File: src/rtl/fifo_pkg.sv
// Shared types and helpers for the packet FIFO.
// Read-mode enum and the occupancy counter width.
package fifo_pkg;

    typedef enum logic {
        FIFO_STD  = 1'b0,
        FIFO_FWFT = 1'b1
    } fifo_mode_e;

    function automatic int count_width(input int depth);
        return $clog2(depth + 1);
    endfunction

endpackage

File: src/rtl/fifo_ptr.sv
// Circular pointer that wraps DEPTH-1 -> 0.
// DEPTH does not need to be a power of 2.
module fifo_ptr #(
    parameter int DEPTH = 16,
    localparam int PW = (DEPTH > 1) ? $clog2(DEPTH) : 1
) (
    input  logic          clk,
    input  logic          rst,
    input  logic          inc,
    output logic [PW-1:0] ptr
);

    always_ff @(posedge clk) begin
        if (rst) begin
            ptr <= '0;
        end else if (inc) begin
            ptr <= (ptr == PW'(DEPTH - 1)) ? '0 : ptr + PW'(1);
        end
    end

endmodule

File: src/rtl/pkt_fifo.sv
// Parser-to-DMA FIFO with a packet-boundary sideband bit, occupancy and
// complete-packet tracking, and standard or first-word-fall-through read mode.
module pkt_fifo
    import fifo_pkg::*;
#(
    parameter int WIDTH         = 32,
    parameter int DEPTH         = 16,
    parameter int FWFT          = 0,
    parameter int AFULL_THRESH  = 12,
    parameter int AEMPTY_THRESH = 2
) (
    input  logic                          clk,
    input  logic                          rst,
    input  logic [WIDTH-1:0]              wdata,
    input  logic                          wlast,
    input  logic                          wr_en,
    output logic                          full_flag,
    output logic                          almost_full,
    output logic                          overflow,
    output logic [WIDTH-1:0]              rdata,
    output logic                          rlast,
    output logic                          rvalid,
    input  logic                          rd_en,
    output logic                          empty_flag,
    output logic                          almost_empty,
    output logic                          underflow,
    output logic [count_width(DEPTH)-1:0] count,
    output logic [count_width(DEPTH)-1:0] pkt_count,
    output logic                          pkt_avail
);

    localparam int CW = count_width(DEPTH);
    localparam int PW = (DEPTH > 1) ? $clog2(DEPTH) : 1;
    localparam fifo_mode_e MODE = (FWFT != 0) ? FIFO_FWFT : FIFO_STD;

    if (DEPTH < 2) begin : g_bad_depth
        $error("pkt_fifo: DEPTH must be at least 2");
    end
    if (AFULL_THRESH < 1 || AFULL_THRESH > DEPTH) begin : g_bad_afull
        $error("pkt_fifo: AFULL_THRESH must be within 1..DEPTH");
    end
    if (AEMPTY_THRESH < 0 || AEMPTY_THRESH > DEPTH - 1) begin : g_bad_aempty
        $error("pkt_fifo: AEMPTY_THRESH must be within 0..DEPTH-1");
    end

    logic [WIDTH:0]  mem [0:DEPTH-1];
    logic [PW-1:0]   wptr;
    logic [PW-1:0]   rptr;
    logic [WIDTH:0]  head;
    logic            wr_acc;
    logic            rd_acc;
    logic            pkt_inc;
    logic            pkt_dec;

    assign wr_acc  = wr_en && !full_flag;
    assign rd_acc  = rd_en && !empty_flag;
    assign head    = mem[rptr];
    assign pkt_inc = wr_acc && wlast;
    assign pkt_dec = rd_acc && head[WIDTH];

    assign full_flag    = (count == CW'(DEPTH));
    assign empty_flag   = (count == '0);
    assign almost_full  = (count >= CW'(AFULL_THRESH));
    assign almost_empty = (count <= CW'(AEMPTY_THRESH));
    assign pkt_avail    = (pkt_count != '0);

    fifo_ptr #(.DEPTH(DEPTH)) u_wptr (
        .clk (clk),
        .rst (rst),
        .inc (wr_acc),
        .ptr (wptr)
    );

    fifo_ptr #(.DEPTH(DEPTH)) u_rptr (
        .clk (clk),
        .rst (rst),
        .inc (rd_acc),
        .ptr (rptr)
    );

    // Storage is deliberately left out of reset.
    always_ff @(posedge clk) begin
        if (wr_acc) begin
            mem[wptr] <= {wlast, wdata};
        end
    end

    always_ff @(posedge clk) begin
        if (rst) begin
            count     <= '0;
            pkt_count <= '0;
            overflow  <= 1'b0;
            underflow <= 1'b0;
        end else begin
            overflow  <= wr_en && full_flag;
            underflow <= rd_en && empty_flag;
            case ({wr_acc, rd_acc})
                2'b10:   count <= count + CW'(1);
                2'b01:   count <= count - CW'(1);
                default: ;
            endcase
            case ({pkt_inc, pkt_dec})
                2'b10:   pkt_count <= pkt_count + CW'(1);
                2'b01:   pkt_count <= pkt_count - CW'(1);
                default: ;
            endcase
        end
    end

    if (MODE == FIFO_FWFT) begin : g_fwft
        // Last popped entry, shown while the FIFO is empty.
        logic [WIDTH:0] hold;

        always_ff @(posedge clk) begin
            if (rst) begin
                hold <= '0;
            end else if (rd_acc) begin
                hold <= head;
            end
        end

        assign {rlast, rdata} = empty_flag ? hold : head;
        assign rvalid         = !empty_flag;
    end else begin : g_std
        logic [WIDTH-1:0] rdata_q;
        logic             rlast_q;
        logic             rvalid_q;

        always_ff @(posedge clk) begin
            if (rst) begin
                rdata_q  <= '0;
                rlast_q  <= 1'b0;
                rvalid_q <= 1'b0;
            end else begin
                rvalid_q <= rd_acc;
                if (rd_acc) begin
                    {rlast_q, rdata_q} <= head;
                end
            end
        end

        assign rdata  = rdata_q;
        assign rlast  = rlast_q;
        assign rvalid = rvalid_q;
    end

endmodule

File: config.mk
export PLATFORM = sky130hd
export DESIGN_NAME = pkt_fifo
export DESIGN_NICKNAME = d
export VERILOG_FILES = /design/src/rtl/fifo_pkg.sv /design/src/rtl/fifo_ptr.sv /design/src/rtl/pkt_fifo.sv
export SDC_FILE = /design/constraint.sdc
export NUM_CORES = 1
export LEC_CHECK = 0
export CAP_MARGIN = 10
export CORE_MARGIN = 3
export CORE_UTILIZATION = 25
export CTS_CLUSTER_SIZE = 25
export DETAILED_ROUTE_END_ITERATION = 10
export PLACE_DENSITY = 0.41
export SLEW_MARGIN = 20
export SYNTH_ARGS = -nofsm -noshare
export SYNTH_HDL_FRONTEND = slang
export SYNTH_SLANG_ARGS = --single-unit
export TNS_END_PERCENT = 5
File: constraint.sdc
create_clock -name clk -period 4.18 [get_ports clk]
set_input_delay 0.836 -clock clk [delete_from_list [all_inputs] [get_ports clk]]
set_output_delay 0.836 -clock clk [all_outputs]
set_load 0.005 [all_outputs]
==> impl_metrics.toml <==
[run_status]
status = "complete, no violations"

[sta]
fin_worst_skew_ps = 22.5
hold_violations = 0
period_minus_slack_ps = 3320
finalMaxSlewViolations = 0
min_period_over_period = 0.795
layout_setup_ws_ps = 858
tightestPinTransition_ps = 1040
setup_violations = 0
max_freq_mhz = 301
slew_headroom = 0.303
setup-tns-final_ps = 0
rsz0062_at_grt = "false"

[worst_setup_path]
worstRegToRegCells = 9
cp.arrival_ps = 2490
path_class = "register to output port"
cp-start-kind = "register"
reg2reg_to = "count[4]$_SDFFE_PP0P_"
r2r_slack_ps = 890
end_kind = "output port"
cp_max_fo = 7
critical_path_required_ps = 3340
reg2reg_from = "count[0]$_SDFFE_PP0P_"

[synth]
ys_top_cells_by_area = "edfxtp_1, mux4_2, dfxtp_1"
synth-simple-area-share = 0.0248
ys_types = 40
syn_nets = 1124
yosys_warnings = 0
synth_xor_xnor_area_share = 0.00313
synth_top_cell_by_area = "edfxtp_1"
synth_most_common_cell = "edfxtp_1"
synth.avg_cell_area_um2 = 20.9
yosys.area_share.adder = 0.00906
yosys-mux-area-fraction = 0.166
synth-edff-count = 528
ys.flop_type = "edfxtp_1"
synth_compound_area_frac = 0.0231
ys_async_sr_fraction = 0
synthTopCellsByCount = "edfxtp_1, mux4_2, nor2_1"
synthCells = 1072
netlist.area_leader.share = 0.708
synth_seq_cells = 586
synth_top_family_by_area = "multiplexers"
mappedNetlistArea_mm2 = 0.0224
seq_area_frac_synth = 0.760

[power]
vdd_drop_max_uv = 317
p_sw_frac = 0.241
p_total_mw = 14.8
clkPwrFrac = 0.397
share_seq_of_total_power = 0.469
p_int_mw = 11.2
cellPowerDensity_mw_per_mm2 = 545
power.switching_mw = 3.56
combPwrFrac = 0.134
p_leak_nw = 8.60

[cells_and_area]
area_growth_pct = 21.1
fillCellCount = 8504
fin_area_mm2 = 0.0271
seq_area_mm2 = 0.0170
fin_nets = 1259
finalNonFillerCells = 2428
drive_gt1_frac = 0.233
multi_input_area_mm2 = 0.00518

[place]
place.detailed.hpwl_mm = 28.8
placed_cells = 2303
portBuffers = 87
post-place-ws_ps = 509
gp_congestion = 0.698
postPlaceCellArea_mm2 = 0.0249

[worst_hold_path]
hold_end = "rdata[6]$_SDFFE_PP0N_"
hold_start = "rdata[6]$_SDFFE_PP0N_"
hp-class = "register to register"
hold_depth = 1

[clock_network]
htree_num_levels = 3
cts_root_buffer = "clkbuf_16"
clkLatencyLatePin_ps = 600
postCtsHoldBufs = 0
cts_buffer_depth = 3
numCtsBuffers = 67
clock_sinks = 586
ctsResizeCount = 0
path_clk_slew_ps = 60
cts_setup_buffers = 0
cts_tree = "done"

[drt]
drt_iter0_drc = 592
drc = 0
vias_per_cell = 4.34
ant_nets = 0
drtPass1Iterations = 5
post_drt_wl_per_cell_um = 22.1
wirelength_mm = 53.8
vias = 10500

[floorplan]
core.rowCount = 109
core_area_mm2 = 0.0885
initial_utilization = 0.253
ios = 88
die_h_um = 305
die_x_um = 305
die_area_mm2 = 0.0932

[global_route]
grt_first_pass_wirelength_mm = 80.1
track_usage = 0.116
grt_pass1_vias = 11500
grt_max_degree = 78
grt_antenna_before_repair = 2
overflow = 0

[job]
maxCapViolations = 0
==> stage by stage <==
stage / util / hold WS [ps]
after floorplan: - / 461
after global placement: 0.281 / 450
after detailed placement: 0.281 / 453
after CTS: 0.306 / 479
after global routing: 0.306 / 500
final: 0.306 / 469
==> cells in the final DEF, fill, tap and decap left out, drive strengths merged <==
cell / synthesis / layout
nor2: 101 / 101
clkinvlp: 0 / 2
dfxtp: 58 / 58
nand3: 2 / 2
mux2: 3 / 3
xnor2: 2 / 2
a211oi: 1 / 1
ha: 13 / 13
o211ai: 3 / 3
bufinv: 0 / 6
o31ai: 2 / 2
nor4: 1 / 1
mux4: 132 / 132
diode: 0 / 1
clkinv: 0 / 20
mux2i: 71 / 71
nand3b: 1 / 1
a21o: 5 / 5
edfxtp: 528 / 528
o2111ai: 1 / 1
nand2: 13 / 13
clkbuf: 20 / 93
nor3: 5 / 5
buf: 34 / 33
or4: 2 / 2
clkdlybuf4s50: 0 / 87
inv: 6 / 9
a21oi: 11 / 11
and3: 4 / 4
o21ai: 3 / 3
fa: 2 / 2
a31oi: 2 / 2
xor2: 6 / 6
a211o: 33 / 33
nand2b: 2 / 2
a21boi: 1 / 1
nor2b: 3 / 3
a2111oi: 1 / 1
==> state kept, by name, summed over array words and instances, names as in the netlist, named ones only <==
register,cells
count,5
underflow,1
rvalid,1
overflow,1
rlast,1
mem,528
u_wptr.ptr,4
rdata,32
u_rptr.ptr,4
pkt_count,5
==> critical path: stages (launching register included) <==
cell and delay, ps:
dfxtp_1 380, or4_1 760, nor2_1 230, clkdlybuf4s50_1 530
==> worst max path at each step <==
stage	cells past startpoint	startpoint	endpoint	slack (ps)
2_1_floorplan	3	wr_en	mem[0][0]$_DFFE_PP_	170
3_3_place_gp	9	wr_en	count[4]$_SDFFE_PP0P_	560
3_5_place_dp	9	wr_en	count[4]$_SDFFE_PP0P_	510
4_1_cts	3	count[0]$_SDFFE_PP0P_	empty_flag	790
5_1_grt	9	count[0]$_SDFFE_PP0P_	count[4]$_SDFFE_PP0P_	730
6_report	3	count[0]$_SDFFE_PP0P_	empty_flag	860
==> power groups by stage <==
stage | Clock, mW | Sequential, mW | Combinational [mW]
floorplan | 0 | 6.98 | 1.10
global placement | 0 | 7.06 | 2.04
detailed placement | 0 | 7.07 | 2.04
CTS | 6.07 | 6.95 | 2.05
global route | 6.33 | 6.97 | 2.17
finish | 5.87 | 6.93 | 1.98
==> metal layers <==
metal  vias to the layer above  GRT usage  routed length, um
met5                         -          0                  0
met1                      5640      0.150              23500
li1                       4652          -                  -
met3                        70     0.0209               1940
met4                         0     0.0360               1030
met2                       171      0.200              27300
==> cell type report <==
class	count	area share
Antenna cell	1	0.0000923
Clock buffer	93	0.0704
Clock inverter	31	0.0123
Inverter	6	0.000831
Multi-Input combinational cell	426	0.191
Sequential cell	586	0.628
Tap cell	1165	0.0538
Timing Repair Buffer	120	0.0431
==> cell families after synthesis <==
group	after synthesis
AND/OR/NAND/NOR	134
XOR/XNOR	8
buffers and inverters	60
multiplexers	206
adder cells (fa/ha/maj)	15
flip-flops	586
AO/OA/AOI/OAI	63
No activity file was read; power rests on OpenSTA's default activity.
